--- src/rtl/mips_pkg.sv ---
// Shared MIPS encoding constants: operation classes, primary opcodes, R-type
// funct codes and the field-packing helper used by the instruction encoder.
package mips_pkg;

    typedef enum logic [3:0] {
        OPC_ADD   = 4'd0,
        OPC_SUB   = 4'd1,
        OPC_AND   = 4'd2,
        OPC_OR    = 4'd3,
        OPC_SLL   = 4'd4,
        OPC_SRL   = 4'd5,
        OPC_SLT   = 4'd6,
        OPC_SLTU  = 4'd7,
        OPC_BEQ   = 4'd8,
        OPC_ADDI  = 4'd9,
        OPC_LW    = 4'd10,
        OPC_SW    = 4'd11,
        OPC_LH    = 4'd12,
        OPC_LHU   = 4'd13,
        OPC_ILL14 = 4'd14,
        OPC_ILL15 = 4'd15
    } op_class_e;

    localparam logic [5:0] OP_RTYPE = 6'h00;
    localparam logic [5:0] OP_BEQ   = 6'h04;
    localparam logic [5:0] OP_ADDI  = 6'h08;
    localparam logic [5:0] OP_LW    = 6'h23;
    localparam logic [5:0] OP_SW    = 6'h2B;
    localparam logic [5:0] OP_LH    = 6'h21;
    localparam logic [5:0] OP_LHU   = 6'h25;

    localparam logic [5:0] FN_ADD  = 6'h20;
    localparam logic [5:0] FN_SUB  = 6'h22;
    localparam logic [5:0] FN_AND  = 6'h24;
    localparam logic [5:0] FN_OR   = 6'h25;
    localparam logic [5:0] FN_SLL  = 6'h00;
    localparam logic [5:0] FN_SRL  = 6'h02;
    localparam logic [5:0] FN_SLT  = 6'h2A;
    localparam logic [5:0] FN_SLTU = 6'h2B;

    function automatic logic op_is_legal(input op_class_e op);
        return (op != OPC_ILL14) && (op != OPC_ILL15);
    endfunction

    function automatic logic [31:0] rtype(input logic [4:0] rs, input logic [4:0] rt,
                                          input logic [4:0] rd, input logic [4:0] shamt,
                                          input logic [5:0] funct);
        return {OP_RTYPE, rs, rt, rd, shamt, funct};
    endfunction

    // Shifts take their source from rt, so rs is zeroed; all other R-types zero shamt.
    function automatic logic [31:0] pack_instr(input op_class_e op,
                                               input logic [4:0] rs, input logic [4:0] rt,
                                               input logic [4:0] rd, input logic [4:0] shamt,
                                               input logic [15:0] imm);
        logic [31:0] word;
        case (op)
            OPC_ADD:  word = rtype(rs, rt, rd, 5'd0, FN_ADD);
            OPC_SUB:  word = rtype(rs, rt, rd, 5'd0, FN_SUB);
            OPC_AND:  word = rtype(rs, rt, rd, 5'd0, FN_AND);
            OPC_OR:   word = rtype(rs, rt, rd, 5'd0, FN_OR);
            OPC_SLL:  word = rtype(5'd0, rt, rd, shamt, FN_SLL);
            OPC_SRL:  word = rtype(5'd0, rt, rd, shamt, FN_SRL);
            OPC_SLT:  word = rtype(rs, rt, rd, 5'd0, FN_SLT);
            OPC_SLTU: word = rtype(rs, rt, rd, 5'd0, FN_SLTU);
            OPC_BEQ:  word = {OP_BEQ,  rs, rt, imm};
            OPC_ADDI: word = {OP_ADDI, rs, rt, imm};
            OPC_LW:   word = {OP_LW,   rs, rt, imm};
            OPC_SW:   word = {OP_SW,   rs, rt, imm};
            OPC_LH:   word = {OP_LH,   rs, rt, imm};
            OPC_LHU:  word = {OP_LHU,  rs, rt, imm};
            default:  word = 32'h0000_0000;
        endcase
        return word;
    endfunction

endpackage

--- src/rtl/mips_enc_fifo.sv ---
// Circular-buffer FIFO with occupancy count; no push/pop bypass, and a full
// FIFO refuses a push even when a pop happens in the same cycle.
module mips_enc_fifo #(
    parameter int DEPTH = 2,
    parameter int WIDTH = 32
) (
    input  logic             clk,
    input  logic             rst_n,
    input  logic             i_push,
    input  logic [WIDTH-1:0] i_data,
    output logic             o_full,
    input  logic             i_pop,
    output logic             o_empty,
    output logic [WIDTH-1:0] o_data
);

    localparam int AW = (DEPTH > 1) ? $clog2(DEPTH) : 1;
    localparam int CW = $clog2(DEPTH + 1);

    logic [WIDTH-1:0] r_mem [DEPTH];
    logic [AW-1:0]    r_wr_ptr;
    logic [AW-1:0]    r_rd_ptr;
    logic [CW-1:0]    r_count;
    logic             w_push;
    logic             w_pop;

    assign o_full  = (r_count == CW'(DEPTH));
    assign o_empty = (r_count == {CW{1'b0}});
    assign o_data  = r_mem[r_rd_ptr];
    assign w_push  = i_push && !o_full;
    assign w_pop   = i_pop && !o_empty;

    // Storage, pointers and occupancy.
    always_ff @(posedge clk or negedge rst_n) begin
        if (!rst_n) begin
            for (int i = 0; i < DEPTH; i++) begin
                r_mem[i] <= {WIDTH{1'b0}};
            end
            r_wr_ptr <= {AW{1'b0}};
            r_rd_ptr <= {AW{1'b0}};
            r_count  <= {CW{1'b0}};
        end else begin
            if (w_push) begin
                r_mem[r_wr_ptr] <= i_data;
                r_wr_ptr        <= (r_wr_ptr == AW'(DEPTH - 1)) ? {AW{1'b0}} : r_wr_ptr + AW'(1);
            end
            if (w_pop) begin
                r_rd_ptr <= (r_rd_ptr == AW'(DEPTH - 1)) ? {AW{1'b0}} : r_rd_ptr + AW'(1);
            end
            case ({w_push, w_pop})
                2'b10:   r_count <= r_count + CW'(1);
                2'b01:   r_count <= r_count - CW'(1);
                default: r_count <= r_count;
            endcase
        end
    end

endmodule

--- src/rtl/mips_instr_encoder.sv ---
// Packs decoded MIPS fields into 32-bit instruction words and buffers them
// in a small FIFO; tracks illegal operation classes and words delivered.
module mips_instr_encoder
    import mips_pkg::*;
#(
    parameter int DEPTH = 2,
    parameter int CNT_W = 16
) (
    input  logic             clk,
    input  logic             rst_n,
    input  logic             in_valid,
    output logic             in_ready,
    input  logic [3:0]       in_op,
    input  logic [4:0]       in_rs,
    input  logic [4:0]       in_rt,
    input  logic [4:0]       in_rd,
    input  logic [4:0]       in_shamt,
    input  logic [15:0]      in_imm,
    output logic             out_valid,
    input  logic             out_ready,
    output logic [31:0]      out_data,
    output logic             illegal_seen,
    output logic [CNT_W-1:0] out_count
);

    op_class_e        w_op;
    logic             w_accept;
    logic             w_legal;
    logic             w_push;
    logic             w_pop;
    logic             w_full;
    logic             w_empty;
    logic [31:0]      w_word;
    logic             r_illegal;
    logic [CNT_W-1:0] r_count;

    assign w_op     = op_class_e'(in_op);
    assign w_legal  = op_is_legal(w_op);
    assign w_word   = pack_instr(w_op, in_rs, in_rt, in_rd, in_shamt, in_imm);
    assign in_ready = !w_full;
    assign w_accept = in_valid && in_ready;
    assign w_push   = w_accept && w_legal;
    assign out_valid = !w_empty;
    assign w_pop    = out_valid && out_ready;

    mips_enc_fifo #(
        .DEPTH (DEPTH),
        .WIDTH (32)
    ) u_fifo (
        .clk     (clk),
        .rst_n   (rst_n),
        .i_push  (w_push),
        .i_data  (w_word),
        .o_full  (w_full),
        .i_pop   (w_pop),
        .o_empty (w_empty),
        .o_data  (out_data)
    );

    // Sticky illegal-op flag and wrapping count of delivered words.
    always_ff @(posedge clk or negedge rst_n) begin
        if (!rst_n) begin
            r_illegal <= 1'b0;
            r_count   <= {CNT_W{1'b0}};
        end else begin
            if (w_accept && !w_legal) begin
                r_illegal <= 1'b1;
            end
            if (w_pop) begin
                r_count <= r_count + {{(CNT_W-1){1'b0}}, 1'b1};
            end
        end
    end

    assign illegal_seen = r_illegal;
    assign out_count    = r_count;

endmodule

--- config.mk ---
export PLATFORM = sky130hd
export DESIGN_NAME = mips_instr_encoder
export DESIGN_NICKNAME = d
export VERILOG_FILES = /design/src/rtl/mips_pkg.sv /design/src/rtl/mips_enc_fifo.sv /design/src/rtl/mips_instr_encoder.sv
export SDC_FILE = /design/constraint.sdc
export NUM_CORES = 1
export LEC_CHECK = 0
export CORE_UTILIZATION = 50
export DETAILED_ROUTE_END_ITERATION = 7
export PLACE_DENSITY = 0.8
export SLEW_MARGIN = 15
export SYNTH_ARGS = -nofsm -noshare
export SYNTH_HDL_FRONTEND = slang
export SYNTH_HIERARCHICAL = 1
export SYNTH_SLANG_ARGS = --single-unit
--- constraint.sdc ---
create_clock -name clk -period 2.91 [get_ports clk]
set_input_delay 0.873 -clock clk [delete_from_list [all_inputs] [get_ports clk]]
set_output_delay 0.873 -clock clk [all_outputs]
set_load 0.01 [all_outputs]
**Yosys cells after proc, flatten, opt, wreduce, memory -nomap -nowiden**

Index checks and enable logic that the tools add are counted.

- Add/subtract/negate cells: 5
- $mul: 0
- Div/mod/pow operators: 0
- Magnitude comparators: 3
- Eq/ne operators: 18
- Shifts and indexed selects: 0
- Muxes and demuxes: 10
- Bitwise operators: 2
- Reduce and logical (&&, ||, !) cells: 14

Operators by type and width:

| operator | number |
|---|---|
| $pmux W32 S14 | 1 |
| $mux W32 | 4 |
| $bwmux W64 | 1 |
| $demux W32 S1 | 1 |
| $eq A4 B4 Y1 const B | 6 |
| $add A16 B1 Y16 const B | 1 |
| $eq A4 B3 Y1 const B | 4 |
| $eq A4 B2 Y1 const B | 2 |
| $logic_and A1 B1 Y1 | 8 |
| $ne A4 B4 Y1 const B | 2 |
| $eq A2 B2 Y1 const B | 2 |
| $eq A4 B1 Y1 const B | 1 |
| $ge A2 B2 Y1 const B | 2 |
| $logic_not A4 Y1 | 1 |
| $not A1 Y2 | 2 |
| $pmux W2 S2 | 1 |
| $logic_not A1 Y1 | 3 |
| $add A1 B1 Y1 const B | 2 |
| $add A2 B1 Y2 const B | 1 |
| $eq A2 B1 Y1 const B | 1 |
| $logic_not A2 Y1 | 1 |
| $lt A2 B1 Y1 const B | 1 |
| $mux W1 | 2 |
| $reduce_bool A2 Y1 | 1 |
| $sub A2 B1 Y2 const B | 1 |

- Register bits after elaboration: 85
- Latch bits: 0
- Bits in writable memories: 0
- Memory bits (read-only): 0
- Output and inout port bits: 51
- Memories kept: 0

**Logic depth before layout (Yosys ltp)**

Gate-level depths: netlist of run 1.

- Word-level depth: 7
- Depth in mapped cells: 10
- Depth with buffers taken out: 10

**Cells and area by module**

The synthesis of run 1 kept the hierarchy.

By module, submodules not included:

| module | times used | cells an instance | area each (sq um) | seq. area each (sq um) |
|---|---|---|---|---|
| mips_enc_fifo | 1 | 189 | 3064.2 | 1701.6 |
| mips_instr_encoder | 1 | 128 | 1132.3 | 425.4 |

**Least setup slack after synthesis of run 1**

Ideal clock, no wire load.

- Path type: in2reg
- Start point: input in_op[3]
- End point: register u_fifo/r_mem[33] in the netlist's numbering
- Arrival time: 2.229 ns
- Data required time: 2.785 ns
- Path slack: 0.556 ns
- Cell stages on the path: 6
- Cell sequence: buf_2 > clkbuf_1 > a21oi_1 > nor3b_4 > buf_6 > mux2_4

- Longest elaborated chain between the ends: 4
- Elaborated cells on any way between the ends: 21
- Classes of those cells: eq/ne: 15; mux: 2; reduce/logical: 4

RTL lines:

| item | line | text |
|---|---|---|
| from (decl) | mips_instr_encoder.sv:13 | `input logic [3:0] in_op,` |
| $ne A4 B4 Y1 | mips_pkg.sv:42 | `return (op != OPC_ILL14) && (op != OPC_ILL15);` |
| $logic_and A1 B1 Y1 * | mips_pkg.sv:42 |  |
| $logic_and A1 B1 Y1 * | mips_instr_encoder.sv:42 | `assign w_push = w_accept && w_legal;` |
| named net w_push | mips_instr_encoder.sv:29 | `logic w_push;` |
| $logic_and A1 B1 Y1 * | mips_enc_fifo.sv:30 | `assign w_push = i_push && !o_full;` |
| to (signal, indexed assignment) | mips_enc_fifo.sv:37 | `r_mem[i] <= {WIDTH{1'b0}};` |
| to (signal, indexed assignment) | mips_enc_fifo.sv:44 | `r_mem[r_wr_ptr] <= i_data;` |
| to (decl) | mips_enc_fifo.sv:20 | `logic [WIDTH-1:0] r_mem [DEPTH];` |

The timed path passes the listed nets; every way through them passes the cells marked *.
A chain may end at the register's enable or synchronous reset.

**Final worst setup path of run 1**

- Start point: register u_fifo.r_rd_ptr
- End point: output out_data[3]

- Longest elaborated chain between the ends: 4

RTL lines:

| item | line | text |
|---|---|---|
| from (decl) | mips_enc_fifo.sv:22 | `logic [AW-1:0] r_rd_ptr;` |
| from (signal assigned) | mips_enc_fifo.sv:40 | `r_rd_ptr <= {AW{1'b0}};` |
| from (signal assigned) | mips_enc_fifo.sv:48 | `r_rd_ptr <= (r_rd_ptr == AW'(DEPTH - 1)) ? {AW{1'b0}} : r_rd_ptr + AW'(1);` |
| $not A1 Y2 (implied by the code) | mips_enc_fifo.sv:29 | `assign o_data = r_mem[r_rd_ptr];` |
| $mux W32 (implied by the code) (3 in series) | mips_enc_fifo.sv:29 |  |
| to (decl) | mips_instr_encoder.sv:21 | `output logic [31:0] out_data,` |

Every way passes these cells. The select of a mux whose other input is x is not followed.

==> results of run 1 <==
[layer usage]
| layer | vias up | part of all wire (%) | track usage, % |
|---|---|---|---|
| met2 | 59 | 51 | 35.4 |
| met1 | 1381 | 45 | 28.3 |
| met3 | 11 | 3.1 | 3.01 |
| li1 | 1302 | - | - |
| met5 | - | 0 | 0 |
| met4 | 0 | 1.3 | 8.21 |
[per-stage QoR]
stage | utilization [%] | hold WS [ns] | std cells | power [mW]
final | 67.7 | 0.479 | 530 | 5.51
after global routing | 67.7 | 0.491 | 530 | 5.83
after CTS | 67.6 | 0.482 | 530 | 5.56
after detailed placement | 65.0 | 0.469 | 515 | 4.64
after global placement | 65.0 | 0.460 | 515 | 4.56
after floorplan | - | 0.452 | 318 | 3.52
[how the worst max path moves through the flow]
stage | from | end | slack, ns | cells past startpoint
after CTS | u_fifo/r_rd_ptr | out_data[15] | 0.002 | 3
after global routing | u_fifo/r_rd_ptr | out_data[26] | 0.06 | 3
after global placement | in_op[1] | u_fifo/r_mem[49] | 0.15 | 6
after floorplan | in_op[3] | u_fifo/r_mem[33] | 0.56 | 6
final | u_fifo/r_rd_ptr | out_data[3] | 0.14 | 3
after detailed placement | in_op[1] | u_fifo/r_mem[63] | 0.09 | 6
[cells in the final DEF, fill, tap and decap left out, types with 4 or more instances in the layout]
master	count
sky130_fd_sc_hd__a22o_1	5
sky130_fd_sc_hd__and2_1	13
sky130_fd_sc_hd__buf_12	4
sky130_fd_sc_hd__buf_4	12
sky130_fd_sc_hd__clkbuf_8	10
sky130_fd_sc_hd__clkdlybuf4s50_1	93
sky130_fd_sc_hd__dfrtp_1	84
sky130_fd_sc_hd__inv_1	8
sky130_fd_sc_hd__mux2_1	6
sky130_fd_sc_hd__mux2_2	71
sky130_fd_sc_hd__mux2_4	20
sky130_fd_sc_hd__nand2_1	13
sky130_fd_sc_hd__nand3_1	12
sky130_fd_sc_hd__nor2_1	5
sky130_fd_sc_hd__o21ai_0	8
sky130_fd_sc_hd__xnor2_1	13
sky130_fd_sc_hd__xor2_1	9
[state kept, by name, indices dropped and copies added, names as in the netlist]
| signal | flops |
|---|---|
| u_fifo/r_rd_ptr | 1 |
| u_fifo/r_wr_ptr | 1 |
| out_count | 16 |
| illegal_seen | 1 |
| u_fifo/r_mem | 64 |
| u_fifo/r_count | 2 |
[layout make-up]
class | instances | area [um^2]
clock buffers | 11 | 141
clock inverters | 4 | 72.6
fillers | 636 | 2640
inverters | 9 | 33.8
multi-input cells | 207 | 1920
flip-flops and latches | 85 | 2130
well taps | 105 | 131
repair buffers | 109 | 1100
[worst max-delay path, stage by stage (launching register included)]
cell and delay (ns):
sky130_fd_sc_hd__dfrtp_2 0.47, sky130_fd_sc_hd__buf_4 0.24, sky130_fd_sc_hd__mux2_2 0.37, sky130_fd_sc_hd__clkdlybuf4s50_1 0.48
[power groups by stage]
stage,registers (mW),logic (mW),clock network (mW)
final,1.99,2.62,0.905
after global routing,2.06,2.80,0.965
after CTS,1.99,2.65,0.926
after detailed placement,2.01,2.63,0
after global placement,1.97,2.59,0
after floorplan,1.92,1.60,0
[cells by family (layout without fill, tap and decap cells)]
| kind of cell | Yosys count | after routing |
|---|---|---|
| compound gates | 18 | 18 |
| xor+xnor | 22 | 22 |
| fa+ha+maj | 2 | 2 |
| buf+inv | 26 | 133 |
| flops | 85 | 85 |
| mux | 97 | 97 |
| other cells | 1 | 2 |
| simple gates | 66 | 66 |
==> flow_results.org, run 1 <==
** Place
- Timing analysis after detailed placement gives a worst setup slack of approximately 0.091 ns.
- Final HPWL DP :: ~6.2 mm
- At the end of routability-driven placement, the weighted congestion stood at 0.775.
- Input and output buffers added on the ports amount to 94.
- Once placement finished, the instance area stood at 5320 um^2.

** CTS
- TritonCTS clock tree :: built
- CTS HTree Levels :: 3
- Hold buffers post-CTS :: 0
- Once the clock tree was built, the resizer swapped 0 gates to a different size.
- The tree is rooted in a sky130_fd_sc_hd__clkbuf_8.
- Post-CTS setup buffer count :: 0
- Clock tree buffer depth :: 2
- Clock tree synthesis inserted a total of 9 buffers.
- After clock tree synthesis, the clock-pin slew on the worst setup and hold paths is roughly 0.090 ns.
- Clock network latency to the later pin of the worst-skew pair :: about 0.34 ns
- The tree built by TritonCTS fans out to 85 sinks.

** Worst setup path
- Startpoint kind of the worst setup timing path :: flop
- CP arrival :: around 1.9 ns
- Maximum fanout encountered on the critical timing path :: 10
- Capture instance of the worst register-to-register path :: u_fifo/r_mem[63]
- STA classifies the critical path endpoint as an output port.
- Kind of critical path :: reg2out
- Setup slack on the worst reg-to-reg path comes out at roughly 0.8 ns.
- Depth of the worst register-to-register path :: 8
- For the worst setup path, the data required time is 2.04 ns.
- The startpoint identified for the worst register-to-register timing path is u_fifo/r_count[0].

** Synth
- List of most frequent post-synthesis cells :: sky130_fd_sc_hd__dfrtp_1 (85), sky130_fd_sc_hd__mux2_2 (71), sky130_fd_sc_hd__mux2_4 (20)
- Most used flip-flop cell after synthesis :: sky130_fd_sc_hd__dfrtp_1
- Combinational family with the most area after synthesis :: multiplexers
- Unique masters post-synth :: 39
- Summing the areas of all fa, ha and maj instances in the mapped netlist gives less than 1% of the synthesized area.
- The biggest area contributor in the post-synthesis netlist is sky130_fd_sc_hd__dfrtp_1.
- Of the post-synthesis cell area, the part taken by muxes is approximately 28%.
- EDFF count, synth :: 0
- Summing the areas of all compound-gate instances in the mapped netlist gives ~2.7% of the synthesized area.
- Share of flip-flops with an asynchronous set or reset after synthesis :: 100%
- After synthesis, the cell types taking the most area are sky130_fd_sc_hd__dfrtp_1 (51%), sky130_fd_sc_hd__mux2_2 (19%), sky130_fd_sc_hd__mux2_4 (7.2%).
- In the synthesized netlist, the number of instances is about 320.
- Area of the mapped netlist :: 4200 um^2
- Fraction of the mapped netlist area in simple logic gates :: between 9 and 10%
- Counting flops and latches in the post-synthesis netlist gives between 80 and 90.
- Sequential elements use between 50% and 60% of the synthesized area.
- Xor-xnor portion of the synthesized cell area :: under 10%
- Leading cell type by number of instances after synthesis :: sky130_fd_sc_hd__dfrtp_1
- Area share of the largest cell type after synthesis :: between 50 and 60%
- Average size of a mapped cell :: approximately 13 um^2
- During synthesis, Yosys emitted a total of 6 warnings.

** Pwr
- Power per standard cell area :: roughly 1000 nW/um^2
- VDD IR max :: just under 0.0007 V
- Summed over all cells, the static leakage comes to 2.46 nW.
- The clock network burns between 10% and 20% of the power.
- The share of total power dissipated in sequential elements is between 30% and 40%.
- Part of the power in combinational logic :: a little under half
- Switching share of power :: 30.4%
- Pint :: ~3.8 mW
- Psw :: between 1.5 and 2 mW

** Final layout
- The area growth from synthesis to layout is 31.8%.
- Of the cells placed in the final design, the portion with a size suffix greater than 1 is just over 30%.
- Final cell area excluding filler cells :: approximately 5500 um^2
- The number of antenna diodes in the final layout is 0.
- Final Net Count :: 467

** Timing
- Relative slew margins :: between 40% and 50%
- Worst Tran Pin Value :: roughly 0.76 ns
- Setup slack on the critical path of the routed design comes to between 0.1 and 0.15 ns.
- The final critical path takes up between 90% and 100% of the cycle.
- For the final database, setup skew stands at roughly 0.012 ns.
- Final worst path period need :: 2.77 ns
- Setup repair after global routing left no endpoint under its margin.
- The number of hold violations in the final report was 0.
- Setup Total Neg Slack :: 0 ns
- Timing would allow up to roughly 360 MHz.
- Max-slew violation count :: 0
- Setup violations remaining at the end of the flow were counted as 0.

** Die
- The floorplan step defined a die boundary enclosing roughly 8800 um^2.
- From bottom edge to top edge, the die measures 93.6 um.
- The initialized floorplan defines 33 standard-cell rows.
- The die is 93.6 um wide.
- I/O pin cnt :: 95
- Initial Utilization :: 51.3%
- Core region area :: just over 8000 um^2

** Routing
- Number of routed nets with antenna violations :: 0
- Routed vias/inst :: just over 5
- Drt wl/cell :: roughly 16 um
- Count of vias placed by the detailed router :: 2753
- Post-detailed-routing wire length :: roughly 8.7 mm
- Residual DRC count :: 0
- DRT Pass-1 Iters :: 6
- Starting DRT DRC Count :: 62

** Hold path
- Tightest Hold Check Type :: reg2reg
- Along the worst hold path, the cell count comes to 1.
- Hold path startpoint :: out_count[15]
- For hold timing, the worst endpoint is out_count[15].

** GRT
- Global-route total usage across every layer :: 21.3%
- Global-route wire length before repair :: around 14 mm
- The number of antenna violations at the first check in global routing came to 0.
- Pin count of the biggest net entering global routing :: between 60 and 70
- The via count of the first global-routing pass came to approximately 2.9k.
- Summed over all layers, the global routing overflow is 0.

** Outcome
- Result of the run :: complete, no violations

** Job
- Number of max-cap violations :: 0
No activity file was read; power rests on OpenSTA's default activity.
==> run 2, diff against run 1 <==
--- a/config.mk
+++ b/config.mk
@@ -5,6 +5,8 @@
 export SDC_FILE = /design/constraint.sdc
 export NUM_CORES = 1
 export LEC_CHECK = 0
+export CAP_MARGIN = 25
+export CORE_ASPECT_RATIO = 1.5
 export CORE_UTILIZATION = 50
 export DETAILED_ROUTE_END_ITERATION = 7
 export PLACE_DENSITY = 0.8
==> run 2 against run 1 <==
- power is 7.0% higher
- flip-flop and latch count stayed put
- utilization grew 2.3 points
- hold slack improved by 0.0081 ns
- critical path type unchanged
- non-clock buffer count down 1
- routed wire length is 3.8% higher
- critical path depth unchanged
==> flow_results.org, run 2 (synthesis results as in run 1) <==
** Timing
- Final worst path period need :: about 2.7 ns
- PnR worst setup slack :: between 0.15 and 0.2 ns
- Worst hold slack across all endpoints :: a little under 0.5 ns
- Of the available clock period, the critical path in the final layout requires a little over nine tenths.
- Setup violations remaining at the end of the flow were counted as 0.
- After routing, the total negative slack on setup checks comes to 0 ns.
- Static timing analysis puts the maximum clock frequency at approximately 360 MHz.
- The number of hold violations in the final report is 0.
- Fin Clk Skew :: approximately 0.0032 ns
- Worst Tran Pin Value :: approximately 0.52 ns
- The final number of max-transition violations is 0.
- Headroom to the max-slew limit came out at 65.6%.
- Setup repair after global routing left no endpoint under its margin.

** CTS
- Clock sink total :: 85
- Root buffer cell :: sky130_fd_sc_hd__clkbuf_16
- Total clock buffers created by CTS :: 9
- Hold buffers post-CTS :: 0
- Clock network latency to the later pin of the worst-skew pair :: 0.34 ns
- Post-CTS setup buffer count :: 0
- TritonCTS built the clock tree.
- The H-tree was split into 3 levels.
- The clock passes through at most 2 buffers.
- Post-CTS repair changed the size of 0 cells.
- After clock tree synthesis, the clock-pin slew on the worst setup and hold paths is ~0.060 ns.

** Worst setup path
- Launch point of the worst reg-to-reg path :: u_fifo/r_count[0]
- Slowest Stage Delay on Critical Path :: roughly 0.48 ns
- For the worst flop-to-flop path, the logic depth is 8.
- The critical path goes through buf_4 -> mux2_2 -> clkdlybuf4s50_1.
- Kind of critical path :: reg2out
- The number of buffers and inverters on the critical path is 2.
- STA classifies the critical path endpoint as an output port.
- The critical path crosses 3 cells after its start point.
- Data on the critical path arrives at its endpoint at between 1.5 and 2 ns.
- Startpoint kind of the worst setup timing path :: flop
- In this run the worst path has a maximum fanout of 19.
- Master of the slowest instance on the critical path :: sky130_fd_sc_hd__clkdlybuf4s50_1
- Capture instance of the worst register-to-register path :: u_fifo/r_mem[32]
- Worst EP required :: 2.04 ns
- Across all register-to-register paths, the minimum setup slack is ~0.96 ns.
- On the critical path the largest part of the delay comes from buffers and inverters.

** GRT
- The number of antenna violations at the first check in global routing is 0.
- Total overflow reported by the global router :: 0
- The via count of the first global-routing pass was 3079.
- Across every metal layer, demand over resource in global routing totals 22.3%.
- Entering global routing, the biggest net connects 48 pins.
- Global-route wire length before repair :: between 15 and 20 mm

** Die
- Core region area :: a little over 8000 um^2
- The floorplan step defined a die boundary enclosing roughly 9000 um^2.
- After floorplanning, the core was divided into 40 placement rows.
- Initial Utilization :: a little over half
- Die Y :: between 100 and 150 um
- Pin placement for this block handled 95 I/O pins.
- The floorplan step set the die width to between 70 and 80 um.

** Place
- Before CTS, the worst setup slack after placement is roughly 0.17 ns.
- Input/output buffers :: 94
- Final HPWL DP :: about 6.3 mm
- The congestion estimate from routability-driven global placement came to 0.768.

** Final layout
- Most common library cell in the layout ignoring fill and taps :: sky130_fd_sc_hd__clkdlybuf4s50_1
- The register with the most flip-flops in the layout has 64 of them.
- In the final layout, the share of cells above drive strength 1 is between 30% and 40%.
- Area growth, synth to finish :: 34.3%
- Final Net Count :: between 400 and 500
- In the layout the commonest cells are sky130_fd_sc_hd__clkdlybuf4s50_1 (93), sky130_fd_sc_hd__dfrtp_1 (85), sky130_fd_sc_hd__mux2_2 (71).
- The repair_antennas step left the layout with diodes totalling 0.
- Final core utilization :: 69.9%
- Register ranked first by flip-flop count :: u_fifo/r_mem

** Hold path
- Tightest Hold Check Type :: reg2reg
- For hold timing, the worst endpoint is u_fifo/r_mem[2].
- Worst Hold Depth :: 1
- Hold path startpoint :: u_fifo/r_mem[2]

** Pwr
- In this run, the clock network consumes between 20% and 30% of the power.
- Combinational cells account for ~44% of the total power.
- Switching share of power :: 29.6%
- The internal power of the cells totals 4.15 mW.
- Sequential share of power :: approximately a third
- The worst-case IR drop observed on VDD is approximately 0.00066 V.
- For this design the ratio of total power to cell area is around 1000 nW/um^2.
- In this run the power spent charging and discharging nets is about 1.7 mW.
- For this design the static power due to leakage is roughly 2.5 nW.

** Routing
- Post-detailed-routing wire length :: about 9.0 mm
- Residual DRC count :: 0
- Count of vias placed by the detailed router :: approximately 2.8k
- In the final routed layout, each cell accounts on average for 17.0 um.
- The first detailed-routing pass took 4 iterations.
- The count of nets left with antenna violations once routing finished came out at 0.
- Routed vias/inst :: approximately 5.3
- Starting DRT DRC Count :: 207

** Job
- Across the run, the number of max-cap violations was 0.

** Outcome
- Result of the run :: complete, no violations
## run 2: cell types whose count changed in the layout (fill, tap and decap cells not counted), sizes merged
cell	previous run	this run
bufinv	2	3
buf	16	15
clkinv	1	4
clkbuf	11	9
clkinvlp	1	0
## run 2: stage by stage
stage	cell area [um^2]	cells	power (mW)
floorplan	4200	318	3.52
global placement	5300	514	4.54
detailed placement	5300	514	4.62
CTS	5640	530	5.95
global route	5640	530	6.20
finish	5640	530	5.89
## run 2: worst max path at each step
stage | slack [ns] | startpoint | end
finish | 0.16 | u_fifo/r_rd_ptr | out_data[3]
global route | 0.13 | u_fifo/r_rd_ptr | out_data[8]
CTS | 0.17 | u_fifo/r_rd_ptr | out_data[3]
detailed placement | 0.17 | in_op[1] | u_fifo/r_mem[32]
global placement | 0.21 | in_op[1] | u_fifo/r_mem[45]
floorplan | 0.56 | in_op[3] | u_fifo/r_mem[33]
## run 2: power groups by stage
stage / Sequential [mW] / Clock [mW] / Combinational, mW
finish: 1.98 / 1.30 / 2.62
global route: 2.04 / 1.37 / 2.79
CTS: 1.98 / 1.33 / 2.65
detailed placement: 1.98 / 0 / 2.63
global placement: 1.96 / 0 / 2.59
floorplan: 1.92 / 0 / 1.60
## run 2: final cells by class
type	count	area, um^2
repair buffers	108	1080
inverters	9	33.8
flip-flops and latches	85	2130
clock inverters	7	114
well taps	105	131
fillers	602	2420
clock buffers	9	225
multi-input cells	207	1920
## run 2: worst reg2reg max path: stages, from the launching register on
cell	delay, ns
sky130_fd_sc_hd__dfrtp_1	0.42
sky130_fd_sc_hd__nand2b_4	0.17
sky130_fd_sc_hd__inv_2	0.05
sky130_fd_sc_hd__inv_1	0.06
sky130_fd_sc_hd__nand2_1	0.07
sky130_fd_sc_hd__a21oi_1	0.19
sky130_fd_sc_hd__nor3b_4	0.30
sky130_fd_sc_hd__buf_4	0.24
sky130_fd_sc_hd__mux2_2	0.35
## run 2: routing by layer
metal | up-vias | part of all wire (%) | GRT usage (%)
met5 | - | 0 | 0
li1 | 1303 | - | -
met2 | 70 | 53 | 39.5
met4 | 0 | 2.4 | 10.0
met1 | 1429 | 41 | 26.2
met3 | 16 | 3.5 | 4.14
==> run 3, diff against run 2 <==
--- a/config.mk
+++ b/config.mk
@@ -9,7 +9,9 @@
 export CORE_ASPECT_RATIO = 1.5
 export CORE_UTILIZATION = 50
 export DETAILED_ROUTE_END_ITERATION = 7
+export MAX_ROUTING_LAYER = met4
 export PLACE_DENSITY = 0.8
+export SKIP_CTS_REPAIR_TIMING = 1
 export SLEW_MARGIN = 15
 export SYNTH_ARGS = -nofsm -noshare
 export SYNTH_HDL_FRONTEND = slang
==> run 3 against run 2 <==
- final cell count is the same
- sequential share of layout area is the same
- routed wire length shrank 0.13%
- global-route usage grew 0.75 points
- non-clock buffer count is the same
- die area is the same
- critical path depth is the same
- clock power is essentially flat
- critical path type unchanged
==> flow_results.org, run 3 (synthesis results as in run 1) <==
** Worst setup path
- The critical path in this run is classified as reg2out.
- CP arrival :: between 1.5 and 2 ns
- The largest single stage delay on the critical path is 0.48 ns.
- STA classifies the critical path endpoint as an output port.
- In this run the register-to-register setup slack is between 0.9 and 1 ns.
- On the critical path, the stage with the largest delay is an instance of sky130_fd_sc_hd__clkdlybuf4s50_1.
- Startpoint kind of the worst setup timing path :: flop
- Worst EP required :: around 2.0 ns
- Maximum fanout encountered on the critical timing path :: 19
- Worst path cell trace :: buf_4 -> mux2_2 -> clkdlybuf4s50_1

** GRT
- The number of antenna violations at the first check in global routing was 0.
- Pin count of the biggest net entering global routing :: 48
- Number of global-route vias before repair :: just over 3k
- The first global-routing pass estimated between 15 and 20 mm of wire.
- Global-route total usage across every layer :: around 23%
- Total overflow reported by the global router :: 0

** Place
- Count of placed standard cells including taps :: ~510
- Summed over all nets, the half-perimeter wirelength after detailed placement is ~6.3 mm.
- Routability cong. :: 0.778
- Input/output buffers :: 94
- Placed Area :: between 5000 and 6000 um^2

** Routing
- Dividing the detail-routed wire length by the instance count gives around 17 um.
- Routed vias/inst :: between 5 and 6
- Post-detailed-routing wire length :: around 9 mm
- In this run, the number of DRC markers left after iteration 0 of detailed routing was ~200.
- Residual DRC count :: 0
- Number of routed nets with antenna violations :: 0
- Before antenna repair, the detailed router went through 4 iterations.
- For this block, the via count after detailed routing is 2822.

** Final layout
- The library cells used most frequently in the layout, excluding fill and tap cells, are sky130_fd_sc_hd__clkdlybuf4s50_1 (93), sky130_fd_sc_hd__dfrtp_1 (85), sky130_fd_sc_hd__mux2_2 (71).
- Non-filler cells, final :: 530
- Final cell area excluding filler cells :: ~5600 um^2
- Most common library cell in the layout ignoring fill and taps :: sky130_fd_sc_hd__clkdlybuf4s50_1
- Total inserted antenna cells :: 0
- Final Net Count :: roughly 470
- Number of flip-flops under the largest register name :: 64
- Area growth, synth to finish :: 34.3%
- More flip-flops sit in one register than any other, and that register is u_fifo/r_mem.
- The post-route netlist has between 30 and 40% of its cells at a drive strength greater than 1.
- Fillers :: 602

** Job
- Number of max-cap violations :: 0

** Die
- The die covers between 8000 and 9000 um^2.
- Initial Utilization :: a little over half
- From bottom edge to top edge, the die measures 114 um.
- Site Rows :: 40
- After floorplanning, the core was sized to cover roughly 8100 um^2.
- The floorplan step set the die width to 76.8 um.
- I/O pin cnt :: 95

** CTS
- Root buffer cell :: sky130_fd_sc_hd__clkbuf_16
- TritonCTS built the clock tree.
- Total clock buffers created by CTS :: 9
- Clock sink total :: 85
- Clock-pin slew was measured on the worst setup and hold paths at 0.06 ns.
- Clock tree buffer depth :: 2
- CTS HTree Levels :: 3
- At the later pin of the worst-skew pair, clock insertion delay measures ~0.34 ns.

** Outcome
- The run finished with clean final reports.

** Pwr
- Leak Pwr :: approximately 2.5 nW
- Sum of internal, switching and leakage power :: about 6 mW
- Power per standard cell area :: about 1000 nW/um^2
- Across the VDD grid, the largest voltage drop is 0.000661 V.

** Timing
- Final setup vio count :: 0
- For the finished layout, the period the worst path requires is approximately 2.7 ns.
- Final hold analysis gives a worst-case slack of between 0.4 and 0.5 ns.
- Setup Total Neg Slack :: 0 ns
- The number of hold violations in the final report was 0.
- Final Cycle Share :: 94.4%
- Max Freq :: roughly 360 MHz
- Unrepaired setup endpoints after global routing :: false
- Relative slew margins :: between 60% and 70%
- Max-slew violation count :: 0
- Fin Clk Skew :: roughly 0.0033 ns
- Worst Tran Pin Value :: ~0.51 ns

** Hold path
- Tightest Hold Check Type :: reg2reg
[run 3: stage by stage]
step                      setup slack, ns  utilization (%)
after floorplan                     0.556                -
after global placement              0.212             65.7
after detailed placement            0.166             65.7
after CTS                           0.167             69.9
after global routing                0.125             69.9
final                               0.164             69.9
[run 3: power breakdown]
part           switching, mW  internal (mW)  total (mW)  leakage, nW
sequential             0.301           1.68        1.98         1.07
combinational          0.979           1.64        2.62         1.28
clock                  0.466          0.835        1.30        0.169
[run 3: final cells by class]
| cell class | count | area, um^2 | area share [%] |
|---|---|---|---|
| inverter | 9 | 33.8 | 0.599 |
| multi-input combinational | 207 | 1920 | 34.1 |
| tap | 105 | 131 | 2.33 |
| timing repair buffer | 108 | 1080 | 19.2 |
| clock buffer | 9 | 225 | 4.00 |
| clock inverter | 7 | 114 | 2.02 |
| sequential | 85 | 2130 | 37.7 |
[run 3: layer usage]
layer  wire length, um  track usage (%)  vias to the layer above  share of wire, %
met4               177             10.0                        0               2.0
met2              4770             39.6                       69                53
met5                 0                -                        -                 0
li1                  -                -                     1298                 -
met1              3750             26.4                     1441                42
met3               284             3.98                       14               3.2
[run 3: critical path, delay by kind of cell, from the launching register on]
family	cells	cell delay, ns
buf+inv	2	0.77
flops	1	0.34
mux	1	0.41
[run 3: path summary, 6_finish.rpt]
| path | startpoint | to | cells past startpoint |
|---|---|---|---|
| worst max register to register | u_fifo/r_count[0] | u_fifo/r_mem[32] | 8 |
| min in group asynchronous | rst_n | out_count[8] | 1 |
| worst max-delay path | u_fifo/r_rd_ptr | out_data[3] | 3 |
| max in group asynchronous | rst_n | u_fifo/r_mem[1] | 2 |
| worst min register to register | u_fifo/r_mem[2] | u_fifo/r_mem[2] | 1 |
| worst min-delay path | u_fifo/r_mem[2] | u_fifo/r_mem[2] | 1 |
